$ cat src/rtl/coin_dispense.sv
// coin_dispense: change-return dispenser. Issues a refund (in 25-paise units)
// as a sequence of coins, largest first, over a valid/ready handshake.
// Coin codes: 00=25p, 01=50p, 10=1R, 11=no coin.
// Optional stalled-handshake abort: define COIN_DISPENSE_TIMEOUT_EN.
module coin_dispense #(
    parameter int unsigned AW          = 4,
    parameter int unsigned GAP_CYC     = 2,
    parameter int unsigned TIMEOUT_CYC = 16
) (
    input  logic          clock,
    input  logic          reset,
    input  logic          start_in,
    input  logic [AW-1:0] amount_in,
    input  logic          coin_ready_in,
    output logic          coin_valid_out,
    output logic [1:0]    coin_out,
    output logic          busy_out,
    output logic          done_out,
    output logic          err_out,
    output logic [AW-1:0] rem_out,
    output logic [3:0]    coin_cnt_out
);

    localparam int unsigned GW = (GAP_CYC > 1) ? $clog2(GAP_CYC + 1) : 1;

    // Elaboration-time sanity checks on configuration.
    if (GAP_CYC < 1) begin : g_gap_chk
        $error("coin_dispense: GAP_CYC must be at least 1");
    end
    if (TIMEOUT_CYC < 1) begin : g_to_chk
        $error("coin_dispense: TIMEOUT_CYC must be at least 1");
    end

    typedef enum logic [1:0] {
        IDLE  = 2'd0,
        OFFER = 2'd1,
        GAP   = 2'd2,
        DONE  = 2'd3
    } state_t;

    state_t          state_q, state_d;
    logic [AW-1:0]   rem_q, rem_d;
    logic [3:0]      cnt_q, cnt_d;
    logic [GW-1:0]   gap_q, gap_d;
    logic [1:0]      coin_sel;
    logic [AW-1:0]   coin_units;

`ifdef COIN_DISPENSE_TIMEOUT_EN
    localparam int unsigned TW = $clog2(TIMEOUT_CYC + 1);
    logic [TW-1:0]   to_q, to_d;
    logic            err_q, err_d;
`endif

    // Greedy coin choice on the remaining amount; never exceeds rem.
    always_comb begin
        coin_sel   = 2'b00;
        coin_units = AW'(1);
        if (32'(rem_q) >= 32'd4) begin
            coin_sel   = 2'b10;
            coin_units = AW'(4);
        end else if (32'(rem_q) >= 32'd2) begin
            coin_sel   = 2'b01;
            coin_units = AW'(2);
        end
    end

    // Next-state and register updates for the dispense sequence.
    always_comb begin
        state_d = state_q;
        rem_d   = rem_q;
        cnt_d   = cnt_q;
        gap_d   = '0;
`ifdef COIN_DISPENSE_TIMEOUT_EN
        to_d    = '0;
        err_d   = 1'b0;
`endif
        unique case (state_q)
            IDLE: begin
                if (start_in) begin
                    rem_d   = amount_in;
                    cnt_d   = '0;
                    state_d = (amount_in == '0) ? DONE : OFFER;
                end
            end
            OFFER: begin
                if (coin_ready_in) begin
                    rem_d   = rem_q - coin_units;
                    cnt_d   = (cnt_q == 4'hF) ? cnt_q : cnt_q + 4'd1;
                    state_d = (rem_q == coin_units) ? DONE : GAP;
                end
`ifdef COIN_DISPENSE_TIMEOUT_EN
                else if (to_q == TW'(TIMEOUT_CYC - 1)) begin
                    state_d = DONE;
                    err_d   = 1'b1;
                end else begin
                    to_d = to_q + TW'(1);
                end
`endif
            end
            GAP: begin
                if (gap_q == GW'(GAP_CYC - 1)) begin
                    state_d = OFFER;
                end else begin
                    gap_d = gap_q + GW'(1);
                end
            end
            DONE: begin
                state_d = IDLE;
            end
            default: state_d = IDLE;
        endcase
    end

    // State and datapath registers with synchronous reset.
    always_ff @(posedge clock) begin
        if (reset) begin
            state_q <= IDLE;
            rem_q   <= '0;
            cnt_q   <= '0;
            gap_q   <= '0;
        end else begin
            state_q <= state_d;
            rem_q   <= rem_d;
            cnt_q   <= cnt_d;
            gap_q   <= gap_d;
        end
    end

`ifdef COIN_DISPENSE_TIMEOUT_EN
    // Stall counter and abort flag; the flag is high only in the DONE cycle.
    always_ff @(posedge clock) begin
        if (reset) begin
            to_q  <= '0;
            err_q <= 1'b0;
        end else begin
            to_q  <= to_d;
            err_q <= err_d;
        end
    end

    assign err_out = err_q;
`else
    assign err_out = 1'b0;
`endif

    assign coin_valid_out = (state_q == OFFER);
    assign coin_out       = (state_q == OFFER) ? coin_sel : 2'b11;
    assign busy_out       = (state_q != IDLE);
    assign done_out       = (state_q == DONE);
    assign rem_out        = rem_q;
    assign coin_cnt_out   = cnt_q;

endmodule

$ cat config.mk
export PLATFORM = sky130hd
export DESIGN_NAME = coin_dispense
export DESIGN_NICKNAME = d
export VERILOG_FILES = /design/src/rtl/coin_dispense.sv
export SDC_FILE = /design/constraint.sdc
export NUM_CORES = 1
export LEC_CHECK = 0
export ABC_CLOCK_PERIOD_IN_PS = 1500
export CORE_MARGIN = 4
export CORE_UTILIZATION = 41
export CTS_CLUSTER_DIAMETER = 80
export DETAILED_ROUTE_END_ITERATION = 10
export PLACE_DENSITY_LB_ADDON = 0.3
export SLEW_MARGIN = 20
export SYNTH_ARGS = -nofsm -noshare
export SYNTH_HDL_FRONTEND = slang
export SYNTH_SLANG_ARGS = --single-unit
$ cat constraint.sdc
create_clock -name clock -period 1.5 [get_ports clock]
set_clock_uncertainty 0.05 [all_clocks]
set_input_delay 0.45 -clock clock [delete_from_list [all_inputs] [get_ports clock]]
set_output_delay 0.45 -clock clock [all_outputs]
set_load 0.005 [all_outputs]
; ---- Word level (Yosys, flattened, before mapping)
; Index checks and enable logic that the tools add are counted.
[word_totals]
ff_bits = 12
input_bits = 8
output_inout_bits = 14
elab_cells = 46
[classes]
addsub = 3
n_lt_le_gt_ge = 2
n_eq_ne = 10
mux = 18
n_bitwise = 1
n_reduce_logical = 8
[op_table]
columns = op, count
row1 = $mux W4, 5
row2 = $pmux W4 S2, 2
row3 = $mux W2, 7
row4 = $ne A2 B2 Y1 const B, 4
row5 = $pmux W2 S4, 1
row6 = $reduce_and A3 Y1, 2
row7 = $add A4 B1 Y4 const B, 1
row8 = $eq A2 B1 Y1 const B, 2
row9 = $eq A2 B2 Y1 const B, 2
row10 = $eq A4 B4 Y1, 1
row11 = $eq A4 B4 Y1 const B, 1
row12 = $ge A4 B2 Y1 const B, 1
row13 = $ge A4 B3 Y1 const B, 1
row14 = $logic_not A4 Y1, 1
row15 = $reduce_and A4 Y1, 1
row16 = $reduce_bool A2 Y1, 2
row17 = $sub A4 B4 Y4, 1
row18 = $mux W3, 1
row19 = $reduce_or A3 Y1, 1
row20 = $add A2 B1 Y2 const B, 1
row21 = $logic_not A2 Y1, 1
row22 = $mux W1, 2
row23 = $not A1 Y1, 1

; ---- Logic depth before layout (Yosys ltp)
[depth]
word_depth = 7
depth_mapped = 7
depth_no_buf = 7

; ---- Worst setup path before layout
; OpenSTA, ideal clock, no wires.
[synth_path]
path_kind = register to register
startpoint = reg rem_q[1], in the netlist rem_out[1]
endpoint = reg rem_q[1], in the netlist rem_out[1]
arrival_time_ns = 1.502
required_ns = 1.364
path_slack_ns = -0.137
stages_incl_launch_ff = 7
period_less_slack_ns = 1.637
cell_sequence = dfxtp_1 > nor3_1 > ha_1 > fa_1 > nor2_1 > a21oi_1 > a211oi_1
[synth_via]
elab_chain_len = 6
[synth_rtl]
columns = item, line
row1 = start: declaration, 42  ; logic [AW-1:0] rem_q, rem_d;
row2 = start signal: assignment, 123  ; rem_q <= rem_d;
row3 = $ge A4 B2 Y1, 61  ; end else if (32'(rem_q) >= 32'd2) begin
row4 = $mux W2, 61
row5 = $mux W3, 58  ; if (32'(rem_q) >= 32'd4) begin
row6 = $sub A4 B4 Y4 *, 87  ; rem_d = rem_q - coin_units;
row7 = $mux W4 *, 86  ; if (coin_ready_in) begin
row8 = $pmux W4 S2 *, 77  ; unique case (state_q)
; Every way passes the cells marked *; elsewhere a longest branch is shown, timed or not. The select of a mux whose other input is x is not followed.
; A chain may end at the register's enable or synchronous reset.

; ---- Final worst setup path
[layout_path]
startpoint = reg rem_q[3], in the netlist rem_out[3]
endpoint = reg rem_q[1], in the netlist rem_out[1]
[layout_via]
elab_chain_len = 6
[layout_rtl]
columns = item, line
row1 = $ge A4 B2 Y1, 61
row2 = $mux W2, 61
row3 = $mux W3 *, 58
row4 = $sub A4 B4 Y4 *, 87
row5 = $mux W4 *, 86
row6 = $pmux W4 S2 *, 77
; Marks and branches as above.

==> key figures <==
Global route
  – Grt total ovfl: 0
  – First-pass GRT wire length: 4050 microns
  – Vias in the first global route: 874
  – Initial antenna violation count: 0
  – Pin count of the biggest net entering global routing: 12
  – Total track usage: 20.9%

Synth
  – Syn_nets: 109
  – Yosys reg bits: 12
  – Cell taking the most area after synthesis: dfxtp_1
  – Synth top area cells: dfxtp_1 (32%), ha_1 (6.6%), nor2_1 (6.5%)
  – Register area share after synthesis: 31.8%
  – Post-Syn Area: 754 sq um
  – Synth cell types: 34
  – Post-Syn Area per Cell: 7.86 sq um
  – Synth Instances: 96
  – Yosys top cell area share: 31.8%
  – Synth warn: 0

Placement
  – Placer Congestion: 0.832
  – HPWL after detailed placement: 1620 microns
  – PortBufs: 20

Pwr
  – Total power draw: 1.20 mW
  – Peak supply drop: 0.000568 V
  – Static Leak: 0.576 nW
  – Power Dens Cells: 899 nW/um^2

Routing
  – DR iter-0 viols: 20
  – Residual DRC: 0
  – Drt total wl: 2440 microns
  – Antenna Nets Post-Route: 0
  – Vias per cell: 5.04
  – DR vias: 862
  – Routed wire per std cell: 14.3 microns
  – Detailed Routing Iterations Pass 1: 4

Setup path
  – Reg-to-reg startpoint: rem_out[3]
  – R2r setup slk: -0.23 ns
  – Req. time, crit path: 1.65 ns
  – Critical Path AT: 1.87 ns
  – CP startpoint kind: flip-flop
  – Crit Path Max Fanout: 3
  – Register-to-Register Path Depth: 7
  – Reg2Reg Capture Point: rem_out[1]
  – Crit end category: flip-flop
  – Worst Setup Path Type: reg2reg

Die
  – Row count: 15
  – Die ar.: 2590 sq um
  – Core Area: 1730 sq um
  – Die Span X: 50.9 microns
  – Die height: 50.9 microns
  – IO Pins: 22
  – Initial Util: 43.7%

Timing
  – Max Slew Vio Count: 0
  – Finish-stage setup viols: 6
  – Final period util: 115%
  – Final worst slack: -0.229 ns
  – Post-layout min period: 1.73 ns
  – Final Hold Fails: 0
  – RSZ-0062 raised after global routing: yes
  – Fmax: 578 MHz
  – Hold slack: 0.374 ns

Layout
  – Area grow syn2layout: 77.6%
  – # fillers: 123
  – Layout cell share with drive strength beyond 1: 49.3%
  – Final nets: 160
  – # diodes: 0
  – Area taken by multi-input logic gates: 574 sq um
  – Register cell area after layout: 263 sq um

Hold path
  – Hold path depth: 1
  – Min-delay src: gap_q[0]
  – Hold EP: gap_q[0]
  – Hold Crit Class: reg2reg

Clocking
  – CTS Sinks: 12
  – H-tree depth: 1
  – Clk slew on worst S/H paths: 0.09 ns
  – Max Root-Sink Buffers: 2
  – CTS tree: built
  – CTS Buf Count: 3
  – Skew-Pair Late Insertion Delay: 0.28 ns
  – Root Buffer: clkbuf_4
  – Hold_buf cts: 0

Run status
  – Outcome: finished, violations left
  – Failing checks: negative setup slack

Run
  – Max-cap violation count: 0
==> layout make-up <==
type | count | share of cell area (%)
Clock buffer | 4 | 1.96
Inverter | 7 | 2.15
Multi-Input combinational cell | 73 | 42.9
Sequential cell | 12 | 19.6
Tap cell | 25 | 2.33
Timing Repair Buffer | 50 | 31.1
==> placed cells by master, fill, tap and decap left out, types with 3 or more instances in the layout <==
cell type,netlist,layout
buf_4,1,25
nor2_1,13,11
buf_6,0,7
nand2_1,8,6
nand2b_1,7,6
dfxtp_2,0,6
dlygate4sd2_1,0,6
inv_1,6,5
a21oi_1,7,5
clkdlybuf4s50_1,0,5
dfxtp_4,0,4
nand2_2,1,3
nand3b_1,3,3
a21oi_2,1,3
a311oi_1,3,3
ha_4,0,3
clkbuf_4,0,3
clkbuf_2,0,3
==> stage by stage <==
step,setup TNS (ns),cell area [sq um],util (%),std cells,worst slack [ns]
6_report,-0.929,1340,77.6,171,-0.229
3_5_place_dp,-2.80,1140,65.9,158,-0.344
5_1_grt,-1.42,1340,77.6,171,-0.338
4_1_cts,-0.968,1300,75.4,172,-0.220
3_3_place_gp,-2.44,1140,65.9,158,-0.293
2_1_floorplan,-0.0527,768,-,96,-0.0477
==> critical path, stage by stage (launching register included) <==
cell and delay [ns]:
dfxtp_4 0.37, buf_6 0.12, nor3_4 0.21, ha_4 0.18
fa_1 0.40, nor2_1 0.10, a21oi_1 0.05, a211oi_1 0.17
==> how the worst max path moves through the flow <==
stage	from	slack, ns	cells past startpoint	to
3_5_place_dp	start_in	-0.34	5	coin_cnt_out[0]
6_report	rem_out[3]	-0.23	7	rem_out[1]
5_1_grt	rem_out[3]	-0.34	7	rem_out[1]
4_1_cts	rem_out[3]	-0.22	7	rem_out[1]
3_3_place_gp	start_in	-0.29	5	coin_cnt_out[0]
2_1_floorplan	rem_out[2]	-0.05	6	rem_out[1]
==> report_power, final <==
part | leakage [nW] | switching, mW | total [mW] | internal, mW
registers | 0.103 | 0.0254 | 0.375 | 0.349
clock network | 0.0150 | 0.120 | 0.223 | 0.103
logic | 0.458 | 0.272 | 0.606 | 0.335
total | 0.576 | 0.417 | 1.20 | 0.787
==> registers in the layout, summed over array words and instances (netlist names) <==
| register | flops |
|---|---|
| gap_q | 2 |
| coin_cnt_out | 4 |
| rem_out | 4 |
| state_q | 2 |
==> synth_stat cells (all sizes together) <==
library cell / n
xnor2: 1
dfxtp: 12
nor3b: 1
or2: 1
nand2: 9
a211oi: 3
a31oi: 1
nor2: 13
nor4: 1
inv: 7
clkbuf: 2
nor3: 1
nor2b: 1
o21ai: 5
and3: 1
a41oi: 1
nand3b: 3
nand2b: 8
ha: 4
a221oi: 1
nand3: 2
and2: 1
o211ai: 1
fa: 1
buf: 2
mux2: 1
a21oi: 8
conb: 1
a311oi: 3
==> repair_timing <==
item                                    CTS  global route
endpoints found under the setup margin   20            15
gates cloned                              0             0
buffers inserted                         11             0
gates resized for setup                  58            16
pin swaps                                11            12
==> cell families (layout without fill, tap and decap cells) <==
kind of cell | count (synthesis) | after routing | share of synthesized area (%)
adders and majority gates | 5 | 5 | 9.29
xor gates and xnor gates | 1 | 1 | 1.16
DFF | 12 | 12 | 31.8
buffers and inverters | 11 | 61 | 6.14
and+or+nand+nor | 42 | 42 | 29.0
AOI/OAI and AO/OA | 23 | 23 | 20.6
muxes | 1 | 1 | 1.49
other | 1 | 1 | 0.497
==> per-layer routing <==
layer / GRT usage, % / vias up / share of wire (%)
met5: 0 / - / 0
met2: 36.5 / 28 / 50
met3: 5.54 / 6 / 5.2
met4: 6.28 / 0 / 1.9
met1: 24.9 / 399 / 43
li1: - / 429 / -
Power figures use the tool's default switching activity.
